--- src/rtl/result_writer.sv ---
// Result writer: gathers four signed ALU results per column and writes them, sign-extended,
// into a 4x4 SRAM region. It pulses web after each column and all_done after the last one.
module result_writer #(
    parameter int RES_W  = 19,
    parameter int MEM_W  = 32,
    parameter int ADDR_W = 4
) (
    input  logic              clk,
    input  logic              rst,
    input  logic              start_in,
    input  logic              ALU_en,
    input  logic              res_valid,
    input  logic [RES_W-1:0]  res_data,
    output logic              web,
    output logic              ram_csn,
    output logic              ram_wen,
    output logic [ADDR_W-1:0] ram_addr,
    output logic [MEM_W-1:0]  ram_d,
    output logic              all_done,
    output logic              err
);

    typedef enum logic [1:0] {
        IDLE    = 2'd0,
        COLLECT = 2'd1,
        WRITE   = 2'd2,
        DONE    = 2'd3
    } state_t;

    function automatic logic [MEM_W-1:0] sign_extend(input logic [RES_W-1:0] value);
        return MEM_W'($signed(value));
    endfunction

    state_t             state_r, state_s;
    logic [1:0]         col_cnt_r, col_cnt_s;
    logic [1:0]         row_cnt_r, row_cnt_s;
    logic [1:0]         wr_idx_r, wr_idx_s;
    logic [1:0]         next_idx_s;
    logic               web_r, web_s;
    logic               all_done_r, all_done_s;
    logic               err_r, err_s;
    logic               ram_csn_r, ram_csn_s;
    logic               ram_wen_r, ram_wen_s;
    logic [ADDR_W-1:0]  ram_addr_r, ram_addr_s;
    logic [MEM_W-1:0]   ram_d_r, ram_d_s;
    logic               capture_s;
    logic [RES_W-1:0]   buf_r [4];

    assign next_idx_s = wr_idx_r + 2'd1;

    // Next-state and next-output logic; SRAM strobes are idle unless a write is scheduled.
    always_comb begin
        state_s    = state_r;
        col_cnt_s  = col_cnt_r;
        row_cnt_s  = row_cnt_r;
        wr_idx_s   = wr_idx_r;
        web_s      = 1'b0;
        all_done_s = 1'b0;
        ram_csn_s  = 1'b1;
        ram_wen_s  = 1'b1;
        ram_addr_s = ram_addr_r;
        ram_d_s    = ram_d_r;
        capture_s  = 1'b0;
        // Any result that cannot be captured is dropped and flagged.
        err_s      = err_r | (res_valid & ~((state_r == COLLECT) & ALU_en));
        case (state_r)
            IDLE: begin
                if (start_in) begin
                    state_s   = COLLECT;
                    col_cnt_s = 2'd0;
                    row_cnt_s = 2'd0;
                end else begin
                    state_s = IDLE;
                end
            end
            COLLECT: begin
                if (res_valid && ALU_en) begin
                    capture_s = 1'b1;
                    if (row_cnt_r == 2'd3) begin
                        // Row 0 goes out on the cycle right after the last capture.
                        row_cnt_s  = 2'd0;
                        wr_idx_s   = 2'd0;
                        state_s    = WRITE;
                        ram_csn_s  = 1'b0;
                        ram_wen_s  = 1'b0;
                        ram_addr_s = ADDR_W'({col_cnt_r, 2'd0});
                        ram_d_s    = sign_extend(buf_r[0]);
                    end else begin
                        row_cnt_s = row_cnt_r + 2'd1;
                    end
                end else begin
                    state_s = COLLECT;
                end
            end
            WRITE: begin
                if (wr_idx_r == 2'd3) begin
                    state_s    = DONE;
                    web_s      = 1'b1;
                    all_done_s = (col_cnt_r == 2'd3);
                end else begin
                    wr_idx_s   = next_idx_s;
                    ram_csn_s  = 1'b0;
                    ram_wen_s  = 1'b0;
                    ram_addr_s = ADDR_W'({col_cnt_r, next_idx_s});
                    ram_d_s    = sign_extend(buf_r[next_idx_s]);
                end
            end
            DONE: begin
                if (col_cnt_r == 2'd3) begin
                    state_s = IDLE;
                end else begin
                    col_cnt_s = col_cnt_r + 2'd1;
                    state_s   = COLLECT;
                end
            end
            default: begin
                state_s = IDLE;
            end
        endcase
    end

    // State, counters and registered outputs.
    always_ff @(posedge clk or negedge rst) begin
        if (!rst) begin
            state_r    <= IDLE;
            col_cnt_r  <= 2'd0;
            row_cnt_r  <= 2'd0;
            wr_idx_r   <= 2'd0;
            web_r      <= 1'b0;
            all_done_r <= 1'b0;
            err_r      <= 1'b0;
            ram_csn_r  <= 1'b1;
            ram_wen_r  <= 1'b1;
            ram_addr_r <= {ADDR_W{1'b0}};
            ram_d_r    <= {MEM_W{1'b0}};
        end else begin
            state_r    <= state_s;
            col_cnt_r  <= col_cnt_s;
            row_cnt_r  <= row_cnt_s;
            wr_idx_r   <= wr_idx_s;
            web_r      <= web_s;
            all_done_r <= all_done_s;
            err_r      <= err_s;
            ram_csn_r  <= ram_csn_s;
            ram_wen_r  <= ram_wen_s;
            ram_addr_r <= ram_addr_s;
            ram_d_r    <= ram_d_s;
        end
    end

    // Column buffer; contents after reset are irrelevant.
    always_ff @(posedge clk) begin
        if (capture_s) begin
            buf_r[row_cnt_r] <= res_data;
        end
    end

    assign web      = web_r;
    assign all_done = all_done_r;
    assign err      = err_r;
    assign ram_csn  = ram_csn_r;
    assign ram_wen  = ram_wen_r;
    assign ram_addr = ram_addr_r;
    assign ram_d    = ram_d_r;

endmodule

--- config.mk ---
export PLATFORM = sky130hd
export DESIGN_NAME = result_writer
export DESIGN_NICKNAME = d
export VERILOG_FILES = /design/src/rtl/result_writer.sv
export SDC_FILE = /design/constraint.sdc
export NUM_CORES = 1
export LEC_CHECK = 0
export ABC_CLOCK_PERIOD_IN_PS = 2950
export BUFFER_PORTS_ARGS = -buffer_cell sky130_fd_sc_hd__buf_4
export CELL_PAD_IN_SITES_DETAIL_PLACEMENT = 0
export CELL_PAD_IN_SITES_GLOBAL_PLACEMENT = 1
export CORE_MARGIN = 2
export CORE_UTILIZATION = 50
export DETAILED_ROUTE_END_ITERATION = 10
export GPL_TIMING_DRIVEN = 0
export PLACE_DENSITY = 0.93
export SYNTH_ARGS = -nofsm -noshare
export SYNTH_HDL_FRONTEND = slang
export SYNTH_SLANG_ARGS = --single-unit
export TNS_END_PERCENT = 20
--- constraint.sdc ---
create_clock -name clk -period 2.95 [get_ports clk]
set_input_delay 0.295 -clock clk [delete_from_list [all_inputs] [get_ports clk]]
set_output_delay 0.295 -clock clk [all_outputs]
set_load 0.005 [all_outputs]
==> results of run 1 <==
==> stage by stage <==
stage                     hold slack, ns  cells  cell area (sq um)  power (mW)
after floorplan                -0.000591    328               4620        3.19
after global placement             0.270    503               5240        3.86
after detailed placement           0.278    503               5240        3.91
after CTS                          0.103    520               5440        4.77
after global routing               0.100    520               5440        5.04
final                              0.116    520               5440        4.73
==> metal layers <==
metal	vias up	part of all wire	global-route usage
li1	1356	-	-
met1	1350	0.43	0.260
met2	83	0.50	0.312
met3	12	0.046	0.0355
met4	0	0.014	0.0601
met5	-	0	0
==> cells by family after synthesis <==
group	share of synthesized area
AO/OA/AOI/OAI	0.105
AND/OR/NAND/NOR	0.0736
buffers and inverters	0.0582
flip-flops	0.673
adder cells (fa/ha/maj)	0.0352
multiplexers	0.0552
==> critical path: cells and delay by family (launching register included) <==
family        cells  cell delay [ns]
buf+inv           2             0.25
fa+ha+maj         1             0.25
flops             1             0.42
simple gates      2             1.06
==> power by group <==
group | switching (mW) | internal [mW]
clock network | 0.538 | 0.330
logic | 0.917 | 0.900
registers | 0.160 | 1.88
==> registers in the layout, indices dropped and copies added (netlist names), named ones only <==
name / cells
buf_r: 76
ram_d: 19
ram_addr: 3
col_cnt_r: 2
row_cnt_r: 2
all_done: 1
err: 1
ram_wen: 1
state_r: 1
web: 1
wr_idx_r: 1
==> final cells by class <==
| class | count | area, sq um | area share |
|---|---|---|---|
| clock inverters | 6 | 62.6 | 0.0115 |
| plain buffers | 30 | 239 | 0.0439 |
| well taps | 111 | 139 | 0.0255 |
| repair buffers | 65 | 490 | 0.0901 |
| flip-flops and latches | 109 | 3110 | 0.571 |
| clock buffers | 10 | 128 | 0.0235 |
| multi-input cells | 181 | 1240 | 0.229 |
| inverters | 8 | 30.0 | 0.00552 |
==> placed cells by master (no fill, tap or decap), drive strengths merged <==
| cell | count |
|---|---|
| a21boi | 1 |
| a21o | 2 |
| a21oi | 20 |
| a221o | 1 |
| a221oi | 1 |
| a22o | 1 |
| a22oi | 1 |
| a2bb2oi | 2 |
| a32oi | 2 |
| and2 | 5 |
| and3 | 3 |
| buf | 94 |
| clkbuf | 10 |
| clkinv | 3 |
| dfrtp | 32 |
| dfstp | 1 |
| dlygate4sd3 | 1 |
| edfxtp | 76 |
| ha | 13 |
| inv | 11 |
| mux2 | 4 |
| mux2i | 21 |
| nand2 | 29 |
| nand3 | 2 |
| nor2 | 5 |
| nor2b | 2 |
| nor3 | 19 |
| o21ai | 25 |
| o221ai | 1 |
| o22ai | 20 |
| o31ai | 1 |
==> final timing paths <==
| path | from | slack [ns] | depth (start not counted) | endpoint |
|---|---|---|---|---|
| hold / removal | res_data[17] | 0.12 | 1 | buf_r[3][17]$_DFFE_PP_ |
| setup reg to reg | flip-flop | 0.61 | 5 | buf_r[2][10]$_DFFE_PP_ |
| min in group asynchronous | rst | 0.41 | 2 | col_cnt_r[0]$_DFFE_PN0P_ |
| setup / recovery | flip-flop | 0.61 | 5 | buf_r[2][10]$_DFFE_PP_ |
| max in group asynchronous | rst | 2.21 | 2 | ram_d[11]$_DFFE_PN0P_ |
| hold reg to reg | err$_DFF_PN0_ | 0.47 | 1 | err$_DFF_PN0_ |
==> repair_timing <==
item | in CTS | in global routing
endpoints found under the hold margin | 32 | 0
resized for setup | 0 | 0
buffers inserted | 0 | 0
hold buffers | 1 | 0
==> out/metrics.csv, run 1 <==
metric;value;unit
synth_area;4620;sq um
synth.most_common_cell;edfxtp_1;
path_max_fanout;19;
drive_gt1_frac;0.306;
hold_class;input port to flip-flop;
clk_pin_slew;0.11;ns
cpMostUsedCell;inv_1;
end_kind;flip-flop;
grt_overflow;0;
synth_top_cell_area_share;0.494;
drc;0;
num_rows;35;
dp_hpwl;5880;um
dr_total_vias;2801;
maxSlewViolCount;0;
synth_nets;365;
final_antenna_net_count;0;
startpoint_type;flip-flop;
core_area;9110;sq um
ys_top_cells_by_area;edfxtp_1 49%, dfrtp_1 17%, mux2i_1 4.5%, ha_1 3.5%, buf_4 2.8%;
setup_slack;0.613;ns
cts_tree;done;
irDropWorstVdd;0.346;mV
ys_seq_area_frac;0.673;
min_period;2.34;ns
slew_headroom;0.300;
grt_pass1_wl;14400;um
async_flop_share;0.303;
cp_slowest_cell;and2_1;
n_fill_cell;699;
hold_viol_final;0;
ys_types;37;
grt_max_degree;34;
rsz0062_at_grt;no;
avgSynthCellArea;14.1;sq um
routed_wl;9050;um
pin_count;65;
cts_buffers;9;
synth_area_leader_cell;edfxtp_1;
powerDensity;869;nW/um^2
worst_slew_pin_slew;1.05;ns
fmax;428;MHz
grt_pass1_vias;2759;
firstDrtPassIters;4;
synth_ff_type;edfxtp_1;
antenna_found_initial;0;
synth_edf_count;76;
path_class;flip-flop to flip-flop;
ctsLongestPathBuffers;2;
setup_violations;0;
syn_inst;328;
diodes;0;
status;finished clean;
p_leak;2.16;nW
initial_utilization;0.507;
die_h;100;um
skew;0.0167;ns
critPathRequiredTime;2.95;ns
port-buffer-count;64;
syn2layout_area_growth;17.7;%
post-route-util;0.597;
ys_top_cells_by_count;76 x edfxtp_1, 32 x dfrtp_1, 29 x nand2_1;
crit_chain;inv_1, ha_1, inv_1, nor2_1, and2_1;
drtIter0Drc;144;
yosys_warnings;0;
gp_congestion;0.778;
ys_ff_latch;109;
arrival;2.34;ns
post-route-period-util;0.792;
die_x;100;um
cts_max_level;3;
clk_latency;0.37;ns
tns;0;ns
root_buffer;clkbuf_8;
via_per_inst;5.39;
critPathMaxStageDelay;0.86;ns
grt.total_usage;0.190;
cts_sinks;109;
dieArea;10000;sq um
routedWlPerCell;17.4;um
place_ws;0.558;ns
cap_viol_max_count;0;
fin_nets;441;
Note: power is estimated with default switching activity, not from simulation.
==> run 2: changes to the inputs <==
--- a/config.mk
+++ b/config.mk
@@ -5,15 +5,15 @@
 export SDC_FILE = /design/constraint.sdc
 export NUM_CORES = 1
 export LEC_CHECK = 0
-export ABC_CLOCK_PERIOD_IN_PS = 2950
+export ABC_CLOCK_PERIOD_IN_PS = 2390
 export BUFFER_PORTS_ARGS = -buffer_cell sky130_fd_sc_hd__buf_4
 export CELL_PAD_IN_SITES_DETAIL_PLACEMENT = 0
 export CELL_PAD_IN_SITES_GLOBAL_PLACEMENT = 1
 export CORE_MARGIN = 2
-export CORE_UTILIZATION = 50
+export CORE_UTILIZATION = 47
 export DETAILED_ROUTE_END_ITERATION = 10
 export GPL_TIMING_DRIVEN = 0
-export PLACE_DENSITY = 0.93
+export PLACE_DENSITY = 0.88
 export SYNTH_ARGS = -nofsm -noshare
 export SYNTH_HDL_FRONTEND = slang
 export SYNTH_SLANG_ARGS = --single-unit
==> constraint.sdc (replaced) <==
create_clock -name clk -period 2.39 [get_ports clk]
set_input_delay 0.239 -clock clk [delete_from_list [all_inputs] [get_ports clk]]
set_output_delay 0.239 -clock clk [all_outputs]
set_load 0.005 [all_outputs]
==> out/metrics.csv, run 2 (synthesis gave the netlist of run 1 again) <==
metric;value;unit;change
routed_wl;9300;um;+2.8%
antenna_found_initial;0;;unchanged
cts_sinks;109;;unchanged
rr_worst_depth;5;;unchanged
routedWlPerCell;17.2;um;-1.4%
path_class;flip-flop to flip-flop;;
syn2layout_area_growth;18.6;%;
design_area;5480;sq um;+0.71%
clkPwrFrac;0.191;;+0.007
dp.cells;525;;+4.4%
p_leak;2.16;nW;+0.24%
fmax;488;MHz;+14%
drive_gt1_frac;0.315;;+0.00978
firstDrtPassIters;4;;unchanged
fin_cells;542;;+4.2%
status;finished clean;;
min_period;2.05;ns;-0.286 ns
via_per_inst;5.23;;-2.8%
port-buffer-count;64;;unchanged
skew;0.00706;ns;-0.00966 ns
cp-endpoint;buf_r[2][12]$_DFFE_PP_;;
dp_hpwl;6040;um;+2.8%
cap_viol_max_count;0;;unchanged
cts_max_level;3;;unchanged
grt_max_degree;34;;unchanged
startpoint_type;flip-flop;;
grt_pass1_wl;14400;um;about the same
powerDensity;1080;nW/um^2;+24%
grt.total_usage;0.184;;-0.00666
dieArea;10600;sq um;+6.1%
arrival;2.06;ns;-0.28 ns
grt_pass1_vias;2753;;-0.22%
slew_headroom;0.629;;+0.329
clk_pin_slew;0.10;ns;about the same
p_switching;1.98;mW;+23%
irDropWorstVdd;0.576;mV;+66%
r2r-end;buf_r[2][12]$_DFFE_PP_;;
p_sw_frac;0.336;;-0.00591
core_area;9640;sq um;+5.8%
root_buffer;clkbuf_8;;
worst_slew_pin_slew;0.556;ns;-0.494 ns
combPwrFrac;0.381;;-0.003
pin_count;65;;unchanged
setup_slack;0.339;ns;-0.274 ns
path_max_fanout;19;;unchanged
critPathRequiredTime;2.40;ns;-0.55 ns
r2r_slack;0.34;ns;-0.27 ns
diodes;0;;unchanged
setup_violations;0;;unchanged
cts_tree;done;;
tns;0;ns;unchanged
cts_buffers;9;;unchanged
drc;0;;unchanged
end_kind;flip-flop;;
num_rows;36;;+2.9%
grt_overflow;0;;unchanged
final_antenna_net_count;0;;unchanged
regArea;3110;sq um;unchanged
rsz0062_at_grt;no;;
layout_common_cells;81 x buf_4, 76 x edfxtp_1, 32 x dfrtp_1, 29 x nand2_1, 23 x o21ai_1;;
die_h;103;um;+3.0%
initial_utilization;0.479;;-0.0279
hold_viol_final;0;;unchanged
p_int;3.93;mW;+26%
drtIter0Drc;176;;+22%
n_fill_cell;796;;+14%
p_seq_frac;0.428;;-0.004
post-route-period-util;0.858;;+0.0659
ctsLongestPathBuffers;2;;unchanged
post_dp_cell_area;5270;sq um;+0.53%
place_ws;-0.0226;ns;-0.581 ns
die_x;103;um;+3.0%
maxSlewViolCount;0;;unchanged
largest_reg_flops;76;;unchanged
clk_latency;0.37;ns;about the same
multi_input_area;1250;sq um;+0.40%
fin_nets;441;;unchanged
hold_class;input port to flip-flop;;
power.total;5.91;mW;+25%
dr_total_vias;2837;;+1.3%
gp_congestion;0.769;;-1.1%
final_common_cell;buf_4;;
regMostFlops;buf_r;;
-- run 2: cell types whose count changed in the layout (fill, tap and decap cells not counted) --
cell        delta
inv_6          +1
clkinvlp_4     +1
and2_2         +4
clkinv_8       -1
clkbuf_1       -1
clkinv_2       +1
inv_8          -1
and2_1         -4
bufinv_16      +1
clkinv_1       +1
clkinv_4       -2
-- run 2: through the flow --
| stage | utilization | hold WS [ns] |
|---|---|---|
| after floorplan | - | -0.0566 |
| after global placement | 0.547 | 0.216 |
| after detailed placement | 0.547 | 0.230 |
| after CTS | 0.568 | 0.0514 |
| after global routing | 0.569 | 0.0477 |
| final | 0.569 | 0.0654 |
-- run 2: layout make-up --
class                           count  share of cell area
Multi-Input combinational cell    181               0.228
Inverter                            8             0.00548
Clock inverter                      7              0.0132
Sequential cell                   109               0.567
Timing Repair Buffer               65              0.0895
Tap cell                          133              0.0304
Buffer                             30              0.0436
Clock buffer                        9              0.0226
-- run 2: layer usage --
layer,wire (um),vias up,GRT usage
met2,4650,82,0.300
met3,519,17,0.0366
met5,0,-,0
li1,-,1349,-
met1,3970,1389,0.244
met4,158,0,0.0698
-- run 2: worst min-delay path by stage --
stage	start	end	slack, ns	cells after the start
after floorplan	rst	async pin	-0.06	0
after global placement	rst	row_cnt_r[0]$_DFFE_PN0P_	0.22	1
after detailed placement	rst	col_cnt_r[0]$_DFFE_PN0P_	0.23	1
after CTS	res_data[3]	buf_r[0][3]$_DFFE_PP_	0.05	1
after global routing	res_data[3]	buf_r[0][3]$_DFFE_PP_	0.05	1
final	res_data[13]	buf_r[3][13]$_DFFE_PP_	0.07	1
-- run 2: timing repair --
action                                  CTS  global route
hold buffers                              1             0
resized for setup                         2             2
setup buffers                             0             0
hold endpoints to repair                 32             0
cloned                                    0             0
endpoints found under the setup margin   33            38
-- run 2: power groups by stage --
stage               logic [mW]  registers, mW  clock network, mW
global placement          2.22           2.55                  0
CTS                       2.28           2.53               1.14
floorplan                 1.39           2.54                  0
finish                    2.25           2.53               1.13
global route              2.51           2.57               1.22
detailed placement        2.27           2.57                  0
-- run 2: critical path, cell delays in order, from the launching register on --
cell and delay [ns]:
dfrtp_1 0.43, inv_1 0.15, ha_1 0.26, inv_1 0.11, nor2_1 0.20, and2_2 0.54
